### src/rtl/subservient_gpio_bank.sv
// rtl/subservient_gpio_bank.sv - multi-bit Wishbone GPIO bank with optional edge IRQs
// Optional edge-detect interrupt logic is built when SUBSERVIENT_GPIO_IRQ_EN is defined.
module subservient_gpio_bank #(
  parameter int WIDTH       = 8,
  parameter int SYNC_STAGES = 2
) (
  input  logic             i_wb_clk,
  input  logic             i_wb_rst_n,
  input  logic [2:0]       i_wb_adr,
  input  logic [31:0]      i_wb_dat,
  input  logic             i_wb_we,
  input  logic             i_wb_stb,
  output logic [31:0]      o_wb_rdt,
  output logic             o_wb_ack,
  input  logic [WIDTH-1:0] i_gpio,
  output logic [WIDTH-1:0] o_gpio,
  output logic [WIDTH-1:0] o_gpio_oe,
  output logic             o_irq
);

  logic             r_ack;
  logic [31:0]      r_rdt;
  logic [WIDTH-1:0] r_out;
  logic [WIDTH-1:0] r_dir;
  logic [WIDTH-1:0] r_sync [SYNC_STAGES];

  logic             w_acc;
  logic             w_wr;
  logic [WIDTH-1:0] w_in;
  logic [WIDTH-1:0] w_wdat;
  logic [WIDTH-1:0] w_rd_reg;
  logic [31:0]      w_rdt;
  logic             w_unused;

  // A strobe is only taken while no ack is outstanding, giving one transfer per ack.
  assign w_acc    = i_wb_stb & ~r_ack;
  assign w_wr     = w_acc & i_wb_we;
  assign w_in     = r_sync[SYNC_STAGES-1];
  assign w_wdat   = i_wb_dat[WIDTH-1:0];
  assign w_unused = &{1'b0, i_wb_dat};

`ifdef SUBSERVIENT_GPIO_IRQ_EN
  logic [WIDTH-1:0] r_prev;
  logic [WIDTH-1:0] r_mask;
  logic [WIDTH-1:0] r_pol;
  logic [WIDTH-1:0] r_status;
  logic [WIDTH-1:0] w_edge;
  logic [WIDTH-1:0] w_clr;

  assign w_edge = (r_pol & r_prev & ~w_in) | (~r_pol & ~r_prev & w_in);
  assign w_clr  = (w_wr && i_wb_adr == 3'd5) ? w_wdat : '0;
  assign o_irq  = |r_status;

  // Set is ORed in after the clear so a coincident edge keeps the bit pending.
  always_ff @(posedge i_wb_clk or negedge i_wb_rst_n) begin
    if (!i_wb_rst_n) begin
      r_prev   <= '0;
      r_mask   <= '0;
      r_pol    <= '0;
      r_status <= '0;
    end else begin
      r_prev   <= w_in;
      r_status <= (r_status & ~w_clr) | (w_edge & r_mask);
      if (w_wr && i_wb_adr == 3'd3) r_mask <= w_wdat;
      if (w_wr && i_wb_adr == 3'd4) r_pol  <= w_wdat;
    end
  end
`else
  assign o_irq = 1'b0;
`endif

  always_comb begin
    w_rd_reg = '0;
    case (i_wb_adr)
      3'd0:    w_rd_reg = r_out;
      3'd1:    w_rd_reg = r_dir;
      3'd2:    w_rd_reg = w_in;
`ifdef SUBSERVIENT_GPIO_IRQ_EN
      3'd3:    w_rd_reg = r_mask;
      3'd4:    w_rd_reg = r_pol;
      3'd5:    w_rd_reg = r_status;
`endif
      default: w_rd_reg = '0;
    endcase
  end

  always_comb begin
    w_rdt             = '0;
    w_rdt[WIDTH-1:0]  = w_rd_reg;
  end

  always_ff @(posedge i_wb_clk or negedge i_wb_rst_n) begin
    if (!i_wb_rst_n) begin
      r_ack <= 1'b0;
      r_rdt <= '0;
      r_out <= '0;
      r_dir <= '0;
    end else begin
      r_ack <= w_acc;
      if (w_acc) r_rdt <= w_rdt;
      if (w_wr && i_wb_adr == 3'd0) r_out <= w_wdat;
      if (w_wr && i_wb_adr == 3'd1) r_dir <= w_wdat;
    end
  end

  always_ff @(posedge i_wb_clk or negedge i_wb_rst_n) begin
    if (!i_wb_rst_n) begin
      for (int i = 0; i < SYNC_STAGES; i++) r_sync[i] <= '0;
    end else begin
      r_sync[0] <= i_gpio;
      for (int i = 1; i < SYNC_STAGES; i++) r_sync[i] <= r_sync[i-1];
    end
  end

  assign o_wb_ack  = r_ack;
  assign o_wb_rdt  = r_rdt;
  assign o_gpio    = r_out;
  assign o_gpio_oe = r_dir;

endmodule

### config.mk
export PLATFORM = sky130hd
export DESIGN_NAME = subservient_gpio_bank
export DESIGN_NICKNAME = d
export VERILOG_FILES = /design/src/rtl/subservient_gpio_bank.sv
export SDC_FILE = /design/constraint.sdc
export NUM_CORES = 1
export LEC_CHECK = 0
export ABC_AREA = 1
export ABC_CLOCK_PERIOD_IN_PS = 3000
export CORE_ASPECT_RATIO = 0.5
export CORE_MARGIN = 3
export CORE_UTILIZATION = 25
export DETAILED_ROUTE_END_ITERATION = 10
export DONT_BUFFER_PORTS = 1
export PLACE_DENSITY_LB_ADDON = 0.1
export RECOVER_POWER = 25
export SYNTH_ARGS = -nofsm -noshare
export SYNTH_HDL_FRONTEND = slang
export SYNTH_SLANG_ARGS = --single-unit
### constraint.sdc
create_clock -name i_wb_clk -period 3 [get_ports i_wb_clk]
set_input_delay 0.45 -clock i_wb_clk [delete_from_list [all_inputs] [get_ports i_wb_clk]]
set_output_delay 0.45 -clock i_wb_clk [all_outputs]
set_load 0.005 [all_outputs]
# == Yosys cells after proc, flatten, opt, wreduce, memory -nomap -nowiden ==
# Cells that the tools add are included.
# word_totals
register_bits,41
in_bits,47
elab_cells,15
# op_classes
n_eq_ne,2
mux,1
bitwise,3
n_reduce_logical,3
# ops
cell,count
$pmux 8 s3,1
$eq 3x1->1 const B,1
$eq 3x2->1 const B,1
$logic_not 3->1,1
$and 1x1->1,2
$logic_and 1x1->1,2
$not 1->1,1

# == Logic depth before layout (Yosys ltp) ==
# Gate-level depths: netlist of the first run.
# logic_depth
ltp_word,4
mapped_depth,8
depth_no_buf,6

# == Worst setup path before layout of the first run ==
# No wires, ideal clock.
# synth_path
path_kind,input -> register
startpoint,in i_wb_adr[1]
endpoint,"reg r_out[0], in the netlist o_gpio[0]"
t_arrival_ps,1187
t_required_ps,2935
slack_ps,1748
path_stages,7
path_buffers,2
cell_sequence,buf_6 nor2_8 buf_8 nand2_4 nor3_4 nand2_1 nand2_1
# synth_via
elab_chain_cells,2
# synth_rtl
item,line_no,text
"start, declared",9,"input logic [2:0] i_wb_adr,"
$logic_not 3->1,101,if (w_wr && i_wb_adr == 3'd0) r_out <= w_wdat;
$logic_and 1x1->1,101,
"end signal, assigned",101,
"end, declared",23,logic [WIDTH-1:0] r_out;
# No other way between the ends.
# A chain may end at the register's enable or synchronous reset.

# == Worst setup path in the final report of the first run ==
# layout_path
startpoint,"reg r_ack, in the netlist o_wb_ack"
endpoint,"reg r_out[4], in the netlist o_gpio[4]"
# layout_via
elab_chain_cells,4
# layout_rtl
item,line_no,text
"start, declared",21,logic r_ack;
"start signal, assigned",99,r_ack <= w_acc;
$not 1->1,36,assign w_acc = i_wb_stb & ~r_ack;
$and 1x1->1,36,
$and 1x1->1,37,assign w_wr = w_acc & i_wb_we;
$logic_and 1x1->1,101,
# No other way between the ends.

==> run_results.csv, run 1 <==
group,metric,value,unit
synthesis,synth.area.mux_share,0,
route,met2WireLength,1910,um
layout,num-fill-cells,719,
global_routing,grt_pass1_vias,1230,
timing,setup_tns,0,ns
global_routing,overflow,0,
cts,max-clock-path-buffers,2,
layout,num_antenna_cells,0,
route,drt_pass1_iterations,4,
worst_setup_path,critical_path_required,3.17,ns
timing,skew,0.00189,ns
power,p_per_area,720,nW/um2
worst_setup_path,critPathMaxStageDelay,0.40,ns
timing,fin_crit_sh,0.605,
worst_setup_path,crit_top_cell,"nand2_1",
route,drt_wl_total,4300,um
floorplanning,pin_count,97,
worst_setup_path,r2r_start,"o_wb_ack",
worst_setup_path,r2r_cells,6,
place,gp_congestion,0.723,
worst_setup_path,arrival,1.99,ns
power,p_sw_frac,0.248,
timing,rsz0062_at_grt,"false",
synthesis,synth_area,1830,um2
worst_setup_path,critical_path_class,"register to register",
global_routing,antenna_found_initial,0,
global_routing,grtUsageTotal,0.106,
route,route.met3.wl,448,um
worst_setup_path,crit_chain,"inv_1 > nand2_1 > inv_1 > nand4_2 > nand2_1 > nand2_1",
floorplanning,core,6880,um2
route,drc,0,
synthesis,synth_edf_count,0,
synthesis,yosys_warnings,0,
synthesis,synth_compound_area_frac,0,
synthesis,ys_types,16,
synthesis,syn_inst,191,
place,dpl.hpwl,3060,um
worst_setup_path,reg2reg_to,"o_gpio[4]",
cts,clock_latency,0.28,ns
cts,clk_pin_slew,0.06,ns
power,vdd_drop_max,0.000211,V
synthesis,yosys.area_share.simple,0.293,
synthesis,yosys-top-cells-area,"dfrtp_1, nand2_1, buf_4",
route,vias,1216,
power,p_leak,1.02,nW
global_routing,grt_pass1_wl,6640,um
run,drv_cap,0,
timing,finalHoldViolCount,1,
floorplanning,num_rows,21,
synthesis,yosys.area.top_type_share,0.561,
power,pwr-share-clk,0.438,
floorplanning,die_area,8440,um2
layout,final_cells,284,
floorplanning,start_util,0.266,
synthesis,async_flop_share,1.00,
synthesis,synth-xor-area-share,0,
synthesis,synth_top_family_by_area,"simple AND/OR/NAND/NOR gates",
route,drt-met1-wl,1860,um
worst_setup_path,r2r_slack,1.18,ns
cts,numCtsBuffers,5,
outcome,violations,"hold timing",
cts,cts_tree,"done",
synthesis,yosysMostFrequentCell,"nand2_1",
global_routing,grt_max_degree,42,
synthesis,syn_area_per_cell,9.58,um2
route,vias_per_cell,4.28,
layout,finalNetCount,238,
timing,setup_violations,0,
route,routed.top_layer,"met4",
power,p_int,1.08,mW
layout,seq_area,1030,um2
synthesis,ys_top_cells_by_count,"nand2_1, dfrtp_1, buf_4, nand3_1, nand4_1",
place,dp.cells,275,
synthesis,synthFlopType,"dfrtp_1",
route,drtAntennaViolNets,0,
cts,cts_resized,0,
worst_setup_path,cp-end-kind,"register",
synthesis,synth_adder_area_share,0,
place,port-buffer-count,0,
worst_setup_path,cp_max_fo,11,
power,seqPwrFrac,0.486,
worst_setup_path,cp_slowest_cell,"inv_1",
layout,synthToLayoutAreaGrowth,8.62,%
cts,cts_root_buffer,"clkbuf_16",
min_path,hp-class,"input pin to asynchronous set/reset pin",
cts,post_cts_buffers,0,
power,p_sw,0.355,mW
layout,drive_gt1_frac,0.0833,
cts,clkSinkCount,41,
power,power.total,1.43,mW
synthesis,yosys.area.top_type,"dfrtp_1",
route,first_iter_violations,38,
route,routedWlPerCell,15.1,um
layout,multiInputGateArea,631,um2
synthesis,ys_seq_area_frac,0.561,
worst_setup_path,crit_path_start_kind,"register",
layout,post-route-util,0.289,
outcome,status,"complete, but fails checks",
timing,fmax,0.551,GHz
floorplanning,die_x,127,um
synthesis,ys_ff_latch,41,
timing,fin_crit,1.82,ns
timing,maxSlewViolCount,0,
power,pwr-share-comb,0.077,
cts,htreeDepth,2,
floorplanning,die_y,66.5,um
timing,whs,-0.000331,ns
how the worst max path moves through the flow:
stage,to,cells after the start,from,slack [ns]
global placement,o_gpio[5],5,i_wb_stb,1.16
CTS,o_gpio[5],6,o_wb_ack,1.17
floorplan,o_gpio[0],7,i_wb_adr[1],1.75
detailed placement,o_gpio_oe[2],5,i_wb_stb,1.15
finish,o_gpio[4],6,o_wb_ack,1.18
global route,o_gpio[6],6,o_wb_ack,0.95
power groups by stage:
stage / logic, mW / clock network (mW) / registers [mW]
2_1_floorplan: 0.116 / 0 / 0.679
3_3_place_gp: 0.0946 / 0 / 0.708
3_5_place_dp: 0.0971 / 0 / 0.708
4_1_cts: 0.112 / 0.643 / 0.698
5_1_grt: 0.131 / 0.665 / 0.705
6_report: 0.110 / 0.626 / 0.695
critical path: cells and delay by family (launching register included):
kind | cells | cell delay, ns
simple gates | 4 | 0.84
buf+inv | 2 | 0.46
flops | 1 | 0.39
metrics by stage:
step	instance area, um2	worst slack, ns
2_1_floorplan	1920	1.75
3_5_place_dp	1790	1.15
4_1_cts	1990	1.17
6_report	1990	1.18
3_3_place_gp	1790	1.16
5_1_grt	1990	0.955
metal layers:
metal | vias up | global-route usage
met2 | 60 | 0.168
met5 | - | 0
met4 | 0 | 0.0441
li1 | 560 | -
met1 | 588 | 0.127
met3 | 8 | 0.0472
registers in the layout, indices dropped and copies added (netlist names):
name and flops:
o_wb_rdt 8, w_in 8, o_gpio_oe 8, o_gpio 8, r_sync 8, o_wb_ack 1
cells in the final DEF, fill, tap and decap left out, drive strengths merged:
cell,n
bufinv,1
nand2,75
nand3,24
buf,1
dfrtp,41
nand4,10
clkinvlp,1
nor2,1
inv,5
nor3,2
conb,25
clkbuf,6
area by class of cell:
class / instances / area share
Timing Repair Buffer: 1 / 0.0101
Multi-Input combinational cell: 137 / 0.317
Sequential cell: 41 / 0.516
Tap cell: 92 / 0.0579
Clock buffer: 6 / 0.0699
Clock inverter: 2 / 0.0189
Inverter: 5 / 0.00945
what timing repair did:
action / 4_1_cts / 5_1_grt
setup endpoints to repair: 0 / 0
hold endpoints to repair: 41 / 0
hold buffers: 1 / 0
kinds of logic after synthesis:
logic type,Yosys count
flip-flops,41
AND/OR/NAND/NOR,112
other,1
buffers and inverters,37
Power figures use the tool's default switching activity.
==> inputs of run 2 (changes only) <==
--- a/config.mk
+++ b/config.mk
@@ -6,7 +6,7 @@
 export NUM_CORES = 1
 export LEC_CHECK = 0
 export ABC_AREA = 1
-export ABC_CLOCK_PERIOD_IN_PS = 3000
+export ABC_CLOCK_PERIOD_IN_PS = 1700
 export CORE_ASPECT_RATIO = 0.5
 export CORE_MARGIN = 3
 export CORE_UTILIZATION = 25
==> constraint.sdc (replaced) <==
create_clock -name i_wb_clk -period 1.7 [get_ports i_wb_clk]
set_input_delay 0.255 -clock i_wb_clk [delete_from_list [all_inputs] [get_ports i_wb_clk]]
set_output_delay 0.255 -clock i_wb_clk [all_outputs]
set_load 0.005 [all_outputs]
==> run 2 against run 1 <==
  * Clock power grew 74%
  * Worst hold slack gained 0.084 ns
  * Non-clock buffer count grew 11
  * The run now ends clean
  * Fmax grew 29%
  * Critical path type unchanged
  * Sequential share of layout area shrank 2.2 points
  * Combinational power grew 91%
  * Final cell count grew 3.9%
  * First-iteration DRC count grew 50%
  * Core utilization grew 1.3 points
==> run_results.csv, run 2 (synthesis gave the netlist of run 1 again) <==
group,metric,value,unit
outcome,status,"completed",
power,p_leak,1.06,nW
worst_setup_path,critPathTopFamily,"simple AND/OR/NAND/NOR gates",
worst_setup_path,r2r_cells,6,
timing,whs,0.0834,ns
place,port-buffer-count,0,
route,routed.top_layer,"met4",
worst_setup_path,crit_buf_inv,2,
worst_setup_path,cp-startpoint,"o_wb_ack",
worst_setup_path,reg2reg_to,"o_gpio[6]",
worst_setup_path,crit_path_start_kind,"register",
timing,skew,0.00721,ns
layout,num_antenna_cells,0,
global_routing,grt_max_degree,42,
floorplanning,die_y,66.5,um
layout,synthToLayoutAreaGrowth,13.3,%
worst_setup_path,arrival,1.57,ns
route,drt-met1-wl,2020,um
route,vias_per_cell,4.14,
worst_setup_path,cp_max_fo,8,
cts,cts_resized,0,
place,dpl.hpwl,3070,um
worst_setup_path,crit_chain,"inv_1 > nand2_1 > inv_1 > nand4_2 > nand2_1 > nand2_1",
timing,fin_crit_sh,0.825,
floorplanning,pin_count,97,
timing,maxSlewViolCount,0,
power,vdd_drop_max,0.000433,V
cts,clkSinkCount,41,
timing,setup_violations,0,
timing,worst_slack,0.297,ns
route,drt_wl_total,4260,um
worst_setup_path,cp_slowest_cell,"dfrtp_1",
route,routedWlPerCell,14.4,um
cts,clk_pin_slew,0.06,ns
cts,cts_tree,"done",
place,dp_slack,0.301,ns
global_routing,grtUsageTotal,0.108,
power,p_per_area,1220,nW/um2
worst_setup_path,crit_end,"o_gpio[6]",
min_path,min_from,"i_wb_dat[0]",
layout,final_cell_mix,"nand2_1, dfrtp_1, conb_1",
layout,drive_gt1_frac,0.0837,
worst_setup_path,critical_path_required,1.87,ns
worst_setup_path,cp-end-kind,"register",
floorplanning,die_area,8440,um2
worst_setup_path,crit_top_cell,"nand2_1",
timing,relSlewSlack,0.344,
route,first_iter_violations,57,
route,vias,1221,
route,drtAntennaViolNets,0,
run,drv_cap,0,
route,drt_pass1_iterations,4,
worst_setup_path,r2r_start,"o_wb_ack",
timing,fin_crit,1.40,ns
worst_setup_path,critical_path_class,"register to register",
worst_setup_path,critPathMaxStageDelay,0.39,ns
floorplanning,core,6880,um2
place,gp_congestion,0.737,
cts,max-clock-path-buffers,2,
min_path,hp-class,"input pin to register",
global_routing,grt_pass1_vias,1238,
layout,final_common_cell,"nand2_1",
global_routing,antenna_found_initial,0,
timing,fmax,0.713,GHz
worst_setup_path,r2r_slack,0.30,ns
worst_setup_path,crit_cells,6,
cts,cts_root_buffer,"clkbuf_16",
cts,numCtsBuffers,5,
cts,clock_latency,0.28,ns
floorplanning,start_util,0.266,
timing,finalHoldViolCount,0,
floorplanning,die_x,127,um
route,drc,0,
cts,htreeDepth,2,
timing,rsz0062_at_grt,"false",
timing,setup_tns,0,ns
route,met2WireLength,1860,um
global_routing,overflow,0,
route,route.met3.wl,333,um
global_routing,grt_pass1_wl,6730,um
timing,worst-slew-pin-transition,0.985,ns
layout,finalNetCount,249,
floorplanning,num_rows,21,
## run 2: worst min path at each step
stage	to	slack, ns	cells after the start
floorplan	o_gpio[0]	-0.04	0
global placement	o_wb_rdt[0]	-0.04	0
detailed placement	o_wb_rdt[0]	-0.04	0
CTS	o_gpio[0]	0.08	2
global route	o_gpio_oe[1]	0.09	2
finish	o_gpio[0]	0.08	2
## run 2: routing by layer
layer,GRT usage,up-vias
li1,-,585
met1,0.136,583
met2,0.172,48
met3,0.0392,5
met4,0.0361,0
met5,0,-
## run 2: stage by stage
stage	power, mW	area [um2]	std cells	util
floorplan	1.40	1920	215	-
global placement	1.42	1810	277	0.262
detailed placement	1.42	1810	277	0.262
CTS	2.57	2090	295	0.303
global route	2.66	2070	295	0.301
finish	2.53	2070	295	0.301
## run 2: what timing repair did
item	CTS	global route
setup buffers	0	0
hold buffers	10	0
endpoints found under the hold margin	49	0
## run 2: area by class of cell
class / count / area, um2
Clock buffer: 7 / 143
Clock inverter: 1 / 30.0
Fill cell: 716 / 4810
Inverter: 5 / 18.8
Multi-Input combinational cell: 137 / 631
Sequential cell: 41 / 1030
Tap cell: 92 / 115
Timing Repair Buffer: 12 / 110
## run 2: report_power, final
part | internal [mW] | switching, mW | total (mW)
Sequential | 1.10 | 0.126 | 1.23
Combinational | 0.0800 | 0.130 | 0.210
Clock | 0.733 | 0.361 | 1.09
Total | 1.91 | 0.618 | 2.53
